==> src/rtl/fast_square_pkg.sv <==
// Shared types and constants for the fast-square sweep sequencer.
package fast_square_pkg;

    localparam int unsigned TICK_W   = 16;
    localparam int unsigned SETTLE_W = 8;
    localparam int unsigned STEPS_W  = 6;
    localparam int unsigned ADDR_W   = 7;
    localparam int unsigned DATA_W   = 32;
    localparam int unsigned CFG_W    = 31;

    // serial_data field positions
    localparam int unsigned RECORD_LSB = 0;
    localparam int unsigned RECORD_MSB = 15;
    localparam int unsigned SETTLE_LSB = 16;
    localparam int unsigned SETTLE_MSB = 23;
    localparam int unsigned STEPS_LSB  = 24;
    localparam int unsigned STEPS_MSB  = 29;
    localparam int unsigned CONT_BIT   = 31;

    localparam logic [ADDR_W-1:0] DEF_CFG_ADDR = 7'd80;

    typedef enum logic [2:0] {
        ST_IDLE,
        ST_START,
        ST_SETTLE,
        ST_RECORD,
        ST_NEXT
    } state_t;

    // Packed sweep configuration: bit 30 of serial_data is dropped
    typedef struct packed {
        logic                continuous;
        logic [STEPS_W-1:0]  steps;
        logic [SETTLE_W-1:0] settle;
        logic [TICK_W-1:0]   record;
    } cfg_t;

    // Countdown preload: a phase of N ticks loads N-1, and 0 behaves as 1
    function automatic logic [TICK_W-1:0] ticks_to_load(input logic [TICK_W-1:0] ticks);
        return (ticks == '0) ? '0 : TICK_W'(ticks - TICK_W'(1));
    endfunction

endpackage

==> src/rtl/fs_tick_timer.sv <==
// 16-bit load/countdown timer; zero is high once the count reaches 0.
module fs_tick_timer
    import fast_square_pkg::*;
(
    input  logic              clock,
    input  logic              reset,
    input  logic              load,
    input  logic [TICK_W-1:0] value,
    output logic              zero
);

    logic [TICK_W-1:0] count;

    // Load takes priority; otherwise count down and hold at zero
    always_ff @(posedge clock) begin
        if (reset) begin
            count <= '0;
        end else if (load) begin
            count <= value;
        end else if (count != '0) begin
            count <= TICK_W'(count - TICK_W'(1));
        end
    end

    assign zero = (count == '0);

endmodule

==> src/rtl/setting_reg.sv <==
// Settings-bus register: captures data when its address is strobed.
module setting_reg #(
    parameter int unsigned       WIDTH    = 32,
    parameter logic [6:0]        MY_ADDR  = 7'd0,
    parameter logic [WIDTH-1:0]  AT_RESET = '0
) (
    input  logic             clock,
    input  logic             reset,
    input  logic             strobe,
    input  logic [6:0]       addr,
    input  logic [WIDTH-1:0] data_in,
    output logic [WIDTH-1:0] data_out
);

    // Output register, loaded with the reset default
    always_ff @(posedge clock) begin
        if (reset) begin
            data_out <= AT_RESET;
        end else if (strobe && (addr == MY_ADDR)) begin
            data_out <= data_in;
        end
    end

endmodule

==> src/rtl/fast_square_sweep_sched.sv <==
// Fast-square sweep sequencer: steps the synthesizer and strobes the combiners.
module fast_square_sweep_sched
    import fast_square_pkg::*;
#(
    parameter logic [ADDR_W-1:0]   CFG_ADDR   = DEF_CFG_ADDR,
    parameter logic [TICK_W-1:0]   DEF_RECORD = 16'd35000,
    parameter logic [SETTLE_W-1:0] DEF_SETTLE = 8'd64,
    parameter logic [STEPS_W-1:0]  DEF_STEPS  = 6'd32
) (
    input  logic               clock,
    input  logic               reset,
    input  logic               trigger,
    input  logic               serial_strobe,
    input  logic [ADDR_W-1:0]  serial_addr,
    input  logic [DATA_W-1:0]  serial_data,
    output logic               rx_reset,
    output logic               rx_record,
    output logic               rx_next,
    output logic               freq_step_out,
    output logic [STEPS_W-1:0] step_index,
    output logic               busy,
    output logic               sweep_done
);

    localparam cfg_t CFG_DEFAULT = '{
        continuous: 1'b0,
        steps:      DEF_STEPS,
        settle:     DEF_SETTLE,
        record:     DEF_RECORD
    };

    state_t            state;
    state_t            next_state;
    logic [CFG_W-1:0]  cfg_in;
    logic [CFG_W-1:0]  shadow_bits;
    cfg_t              shadow;
    cfg_t              work;
    logic              trigger_q;
    logic              trigger_hold;
    logic              trigger_rise;
    logic              last_step;
    logic              timer_load;
    logic [TICK_W-1:0] timer_value;
    logic              timer_zero;
    logic              unused_cfg_bit;

    assign cfg_in         = {serial_data[CONT_BIT], serial_data[STEPS_MSB:RECORD_LSB]};
    assign unused_cfg_bit = serial_data[30];
    assign shadow         = cfg_t'(shadow_bits);
    assign trigger_rise   = trigger && !trigger_q && !trigger_hold;
    assign last_step      = (step_index == STEPS_W'(work.steps - STEPS_W'(1)));

    setting_reg #(
        .WIDTH    (CFG_W),
        .MY_ADDR  (CFG_ADDR),
        .AT_RESET (CFG_DEFAULT)
    ) u_cfg_reg (
        .clock    (clock),
        .reset    (reset),
        .strobe   (serial_strobe),
        .addr     (serial_addr),
        .data_in  (cfg_in),
        .data_out (shadow_bits)
    );

    fs_tick_timer u_timer (
        .clock (clock),
        .reset (reset),
        .load  (timer_load),
        .value (timer_value),
        .zero  (timer_zero)
    );

    // Trigger edge detect; a level held through reset must fall before it can fire again
    always_ff @(posedge clock) begin
        if (reset) begin
            trigger_q    <= 1'b0;
            trigger_hold <= trigger;
        end else begin
            trigger_q <= trigger;
            if (!trigger) begin
                trigger_hold <= 1'b0;
            end
        end
    end

    // State register
    always_ff @(posedge clock) begin
        if (reset) begin
            state <= ST_IDLE;
        end else begin
            state <= next_state;
        end
    end

    // Next-state decode and timer preload on entry to a timed phase
    always_comb begin
        next_state  = state;
        timer_load  = 1'b0;
        timer_value = '0;
        case (state)
            ST_IDLE: begin
                if (trigger_rise && (shadow.steps != '0)) begin
                    next_state = ST_START;
                end
            end
            ST_START: begin
                next_state = ST_SETTLE;
            end
            ST_SETTLE: begin
                if (timer_zero) begin
                    next_state = ST_RECORD;
                end
            end
            ST_RECORD: begin
                if (timer_zero) begin
                    next_state = ST_NEXT;
                end
            end
            ST_NEXT: begin
                if (!last_step) begin
                    next_state = ST_SETTLE;
                end else if (work.continuous && (shadow.steps != '0)) begin
                    next_state = ST_START;
                end else begin
                    next_state = ST_IDLE;
                end
            end
            default: begin
                next_state = ST_IDLE;
            end
        endcase
        if ((next_state == ST_SETTLE) && (state != ST_SETTLE)) begin
            timer_load  = 1'b1;
            timer_value = ticks_to_load(TICK_W'(work.settle));
        end else if ((next_state == ST_RECORD) && (state != ST_RECORD)) begin
            timer_load  = 1'b1;
            timer_value = ticks_to_load(work.record);
        end
    end

    // Registered strobes, working config capture and step index
    always_ff @(posedge clock) begin
        if (reset) begin
            rx_reset      <= 1'b0;
            rx_record     <= 1'b0;
            rx_next       <= 1'b0;
            freq_step_out <= 1'b0;
            busy          <= 1'b0;
            sweep_done    <= 1'b0;
            step_index    <= '0;
            work          <= '0;
        end else begin
            rx_reset      <= (next_state == ST_START);
            rx_record     <= (next_state == ST_RECORD);
            rx_next       <= (next_state == ST_NEXT);
            freq_step_out <= (next_state == ST_NEXT);
            busy          <= (next_state != ST_IDLE);
            sweep_done    <= (next_state == ST_NEXT) && last_step;
            if (next_state == ST_START) begin
                work       <= shadow;
                step_index <= '0;
            end else if (state == ST_NEXT) begin
                step_index <= last_step ? '0 : STEPS_W'(step_index + STEPS_W'(1));
            end
        end
    end

endmodule

==> config.mk <==
export PLATFORM = sky130hd
export DESIGN_NAME = fast_square_sweep_sched
export DESIGN_NICKNAME = d
export VERILOG_FILES = /design/src/rtl/fast_square_pkg.sv /design/src/rtl/fs_tick_timer.sv /design/src/rtl/setting_reg.sv /design/src/rtl/fast_square_sweep_sched.sv
export SDC_FILE = /design/constraint.sdc
export NUM_CORES = 1
export LEC_CHECK = 0
export CORE_ASPECT_RATIO = 0.6
export CORE_MARGIN = 3
export CORE_UTILIZATION = 50
export CTS_CLUSTER_SIZE = 25
export DETAILED_ROUTE_END_ITERATION = 16
export PLACE_DENSITY = 0.76
export SLEW_MARGIN = 20
export SYNTH_ARGS = -nofsm -noshare
export SYNTH_HDL_FRONTEND = slang
export SYNTH_SLANG_ARGS = --single-unit
==> constraint.sdc <==
create_clock -name clock -period 2.4 [get_ports clock]
set_input_delay 0.36 -clock clock [delete_from_list [all_inputs] [get_ports clock]]
set_output_delay 0.36 -clock clock [all_outputs]
set_load 0.02 [all_outputs]
# Word level (Yosys, flattened, before mapping)
# Cells that the tools add are included.
# word_totals
register_bits	94
latch_bits	0
ram_bits	0
mem_bits_ro	0
memories	0
# classes
addsub	5
n_mul	0
div_mod_pow	0
n_lt_le_gt_ge	0
eq_ne	13
n_shift	0
mux	17
n_bitwise	0
reduce_logical	19
# op_table
op	n
$mux W16	6
$logic_not A16 Y1	2
$sub A16 B1 Y16 const B	2
$reduce_bool A16 Y1	1
$pmux W3 S5	1
$eq A3 B2 Y1 const B	4
$mux W3	3
$sub A8 B1 Y9 const B	1
$logic_and A1 B1 Y1	8
$logic_not A8 Y1	1
$eq A7 B7 Y1 const B	1
$add A6 B1 Y6 const B	1
$eq A3 B1 Y1 const B	2
$eq A3 B3 Y1 const B	2
$eq A6 B6 Y1	1
$mux W6	1
$ne A3 B2 Y1 const B	2
$reduce_bool A6 Y1	1
$sub A6 B1 Y6 const B	1
$mux W1	5
$logic_not A3 Y1	1
$reduce_bool A3 Y1	1
$logic_not A1 Y1	2
$mux W2	1
3 further kinds	3

# Logic depth before layout (Yosys ltp)
# depth
depth_word	11
depth_mapped	10
ltp_nobuf	8

# Cells and area by module
# From an unflattened synthesis, not the netlist that was laid out.
# hier_totals
cells_unflattened	701
hier_area_um2	5799.3
# modules_own_cells
module	instances	cells_per_inst	area_per_inst_um2	seq_area_each_um2
fast_square_sweep_sched	1	448	3457.1	950.9
setting_reg	1	137	1377.6	620.6
fs_tick_timer	1	116	964.7	320.3

# Worst setup path before layout
# OpenSTA, ideal clock, no wires.
# synth_path
kind	register -> register
startpoint	register work[24] in the netlist's numbering
endpoint	register work[28] in the netlist's numbering
arrival_time_ns	2.245
required_ns	2.283
path_slack_ns	0.038
stages_incl_launch_ff	11
path_buffers	2
period_less_slack_ns	2.362
cell_sequence	dfxtp_1 > inv_1 > ha_1 > xnor2_1 > a21o_1 > o21ai_1 > a21oi_4 > o31a_1 > buf_4 > buf_2 > a22o_1
# synth_via
elab_chain_cells	5
# synth_rtl
item	line_no	rtl
from (decl)	fast_square_sweep_sched.sv:37	cfg_t work;
from (signal assigned)	fast_square_sweep_sched.sv:161	work <= shadow;
$sub A6 B1 Y6	fast_square_sweep_sched.sv:51	assign last_step = (step_index == STEPS_W'(work.steps - STEPS_W'(1)));
$eq A6 B6 Y1	fast_square_sweep_sched.sv:51	
$mux W2	fast_square_sweep_sched.sv:121	if (!last_step) begin
$pmux W3 S5	fast_square_sweep_sched.sv:101	case (state)
$eq A3 B1 Y1	fast_square_sweep_sched.sv:160	if (next_state == ST_START) begin
# No other way between the ends.
# A chain may end at the register's enable or synchronous reset.

# Worst setup path after layout
# layout_path
startpoint	register work[25] in the netlist's numbering
endpoint	register work[28] in the netlist's numbering
# Same word-level chain as after synthesis.

==> reports/results.txt <==
sequential cell area fraction in the yosys report -> 0.4311
Root Buffer Master -> clkbuf_16
Hold EP -> u_cfg_reg.data_out[14]$_SDFFE_PP0P_
initial cell density of the core -> 0.5354
area fraction of the dominant cell type after synthesis -> 0.4243
placed cells -> 685
Area contributors post-synth -> dfxtp_1 (42%), nand2_1 (8.0%), a22o_1 (6.2%)
Hold Path Stages -> 2
reg2reg end -> work[28]$_SDFFE_PP0P_
Overall Global Routing Usage -> 0.2319
share of cells above drive strength 1 -> 0.1326
clk_lat worst skew -> 0.34 ns
Final min period -> 2.339 ns
CP Capture Type -> register
CTS Hold Bufs -> 0
clock transition at the registers of the reported paths -> 0.06 ns
WHS -> 0.4586 ns
top_reg_cell synth -> dfxtp_1
buffers added on ports -> 53
CP required -> 2.69 ns
Final Non-Filler Cells -> 704
ys async rst share -> 0
first-pass GRT wire length -> 18400 um
RSZ-0062 raised after global routing -> yes
Slew headroom -> 0.5492
DRT Pass-1 Iters -> 5
Post-Synth Adder-Cell Area -> 0.01711
cts bufs inserted -> 9
RR Startpoint -> work[25]$_SDFFE_PP0P_
Final Skew -> 0.004692 ns
vias in the first global route -> 3680
Ys Warns -> 0
die area -> 9973 um2
mux contribution to synthesized area -> 0.006843
Iter 0 DRT Violations -> 306
Total Nets Final -> 643
most common cell after layout, fill and taps aside -> nand2_1
total power -> 4.899 mW
r2r setup slk -> 0.06 ns
status -> finished clean
worst-margin pin slew -> 0.6711 ns
io pins -> 55
initial antenna violation count -> 0
gpl congestion -> 0.8745
Leak -> 2.231 nW
detailed placer's ending HPWL -> 8270 um
placed cell area -> 5210 um2
worst vdd ir -> 543.6 uV
critical setup path kind -> reg -> reg
Synth cell types -> 54
Worst EP arrival -> 2.62 ns
largest net degree at the start of global routing -> 38
Synth Area in Simple Gates -> 0.2478
Max Root-Sink Buffers -> 2
max-slew violations -> 0
min-delay worst type -> reg -> reg
wire per inst -> 16.05 um
R2R cell count -> 10
final hold vios -> 0
Synth Area in XOR/XNOR -> 0.06786
part of the cycle the worst path needs -> 0.9747
Routed WL -> 11300 um
synthesis-stage register bit count -> 94
startpoint of the worst hold path -> u_cfg_reg.data_out[14]$_SDFFE_PP0P_
row count -> 25
combinational family with the most area after synthesis -> simple AND/OR/NAND/NOR gates
Avg Cell Area, Syn -> 8.554 um2
DRC viols -> 0
post-synth top area cell -> dfxtp_1
Setup violations, final -> 0
most frequent cells in the layout -> nand2_1 (94), dfxtp_1 (90), clkdlybuf4s50_1 (53), buf_4 (40), a21oi_1 (34)
Mapped Area -> 4388 um2
FILL cells -> 667
die width -> 126.9 um
syn nets -> 562
H-tree Lvls -> 3
crit path launch type -> register
Die Ht -> 78.57 um
Core Box Area -> 8195 um2
clock tree sinks -> 94
Vias/cell -> 5.693
area grow syn2layout -> 27.60%
Pwr per Cell Area -> 874.9 nW/um2
Antenna Nets Post-Route -> 0
fmax -> 427.5 MHz
final instance area -> 5599 um2
TritonCTS clock tree -> done
compound-cell area share of the yosys netlist -> 0.1856
max_cap viols -> 0
cells after synthesis -> 513
global route total overflow -> 0
crit path max fanout -> 16
EDFF count, synth -> 1
antenna cells -> 0
Vias -> 4008
==> logic make-up (layout without fill, tap and decap cells) <==
family | after synthesis | in the layout
simple gates | 223 | 223
compound gates | 115 | 115
flops | 94 | 94
buf+inv | 38 | 121
xor+xnor | 34 | 34
fa+ha+maj | 6 | 6
mux | 3 | 3
==> worst max-delay path: stages, from the launching register on <==
cell and delay [ns]:
dfxtp_2 0.37, inv_1 0.05, ha_1 0.29, xor2_1 0.17, nand2_1 0.06, and4bb_4 0.39
nand3_2 0.11, a2111oi_4 0.34, buf_4 0.20, clkbuf_16 0.18, a22o_1 0.13
==> cells in the mapped netlist, types with 5 or more instances <==
library cell,instances
nand2_1,94
dfxtp_1,93
a21oi_1,34
a22o_1,31
nor2_1,30
nor3_1,23
nand3_1,18
xnor2_1,18
xor2_1,16
clkbuf_1,14
o21ai_0,13
inv_1,12
nor4_1,10
o211ai_1,7
and2_1,6
ha_1,6
a21boi_0,5
buf_6,5
nor2b_1,5
o31ai_1,5
==> state kept, by name, summed over array words and instances, names as in the netlist <==
| signal | flops |
|---|---|
| sweep_done | 1 |
| work | 31 |
| step_index | 6 |
| rx_record | 1 |
| trigger_q | 1 |
| freq_step_out | 1 |
| rx_reset | 1 |
| u_cfg_reg.data_out | 31 |
| trigger_hold | 1 |
| state | 3 |
| busy | 1 |
| u_timer.count | 16 |
==> worst max path at each step <==
stage,from,to,cells after the start
after floorplan,work[24]$_SDFFE_PP0P_,work[28]$_SDFFE_PP0P_,10
after global placement,work[24]$_SDFFE_PP0P_,u_timer.count[5]$_SDFFE_PP0P_,7
after detailed placement,work[25]$_SDFFE_PP0P_,u_timer.count[5]$_SDFFE_PP0P_,7
after CTS,work[6]$_SDFFE_PP0P_,u_timer.count[15]$_SDFFE_PP0P_,7
after global routing,work[24]$_SDFFE_PP0P_,work[10]$_SDFFE_PP0P_,8
final,work[25]$_SDFFE_PP0P_,work[28]$_SDFFE_PP0P_,10
==> layout make-up <==
| type | count | area, um2 | share of cell area |
|---|---|---|---|
| Clock inverter | 4 | 51.30 | 0.009162 |
| Sequential cell | 94 | 1896 | 0.3385 |
| Inverter | 12 | 45.04 | 0.008045 |
| Timing Repair Buffer | 96 | 895.9 | 0.1600 |
| Multi-Input combinational cell | 381 | 2351 | 0.4199 |
| Tap cell | 108 | 135.1 | 0.02413 |
| Clock buffer | 9 | 225.2 | 0.04022 |
==> per-layer routing <==
layer / global-route usage / wire [um]
met5: 0 / 0
met3: 0.06594 / 866
met1: 0.3556 / 5838
met2: 0.3180 / 4500
met4: 0.04925 / 95
==> power by group <==
group | switching [mW] | internal, mW
clock | 0.566 | 0.789
sequential | 0.146 | 1.71
combinational | 0.902 | 0.787
total | 1.61 | 3.28
==> repair_timing <==
action / in CTS / in global routing
setup endpoints to repair: 3 / 45
buffers inserted: 1 / 4
pin swaps: 0 / 6
gates cloned: 0 / 1
gates resized for setup: 0 / 13
==> metrics by stage <==
stage	setup TNS [ns]	setup slack, ns	util
2_1_floorplan	0	0.03804	-
3_3_place_gp	0	0.05358	0.6357
3_5_place_dp	0	0.01098	0.6357
4_1_cts	0	0.01112	0.6704
5_1_grt	-0.8410	-0.03975	0.6832
6_report	0	0.06066	0.6832
No activity file was read; power rests on OpenSTA's default activity.
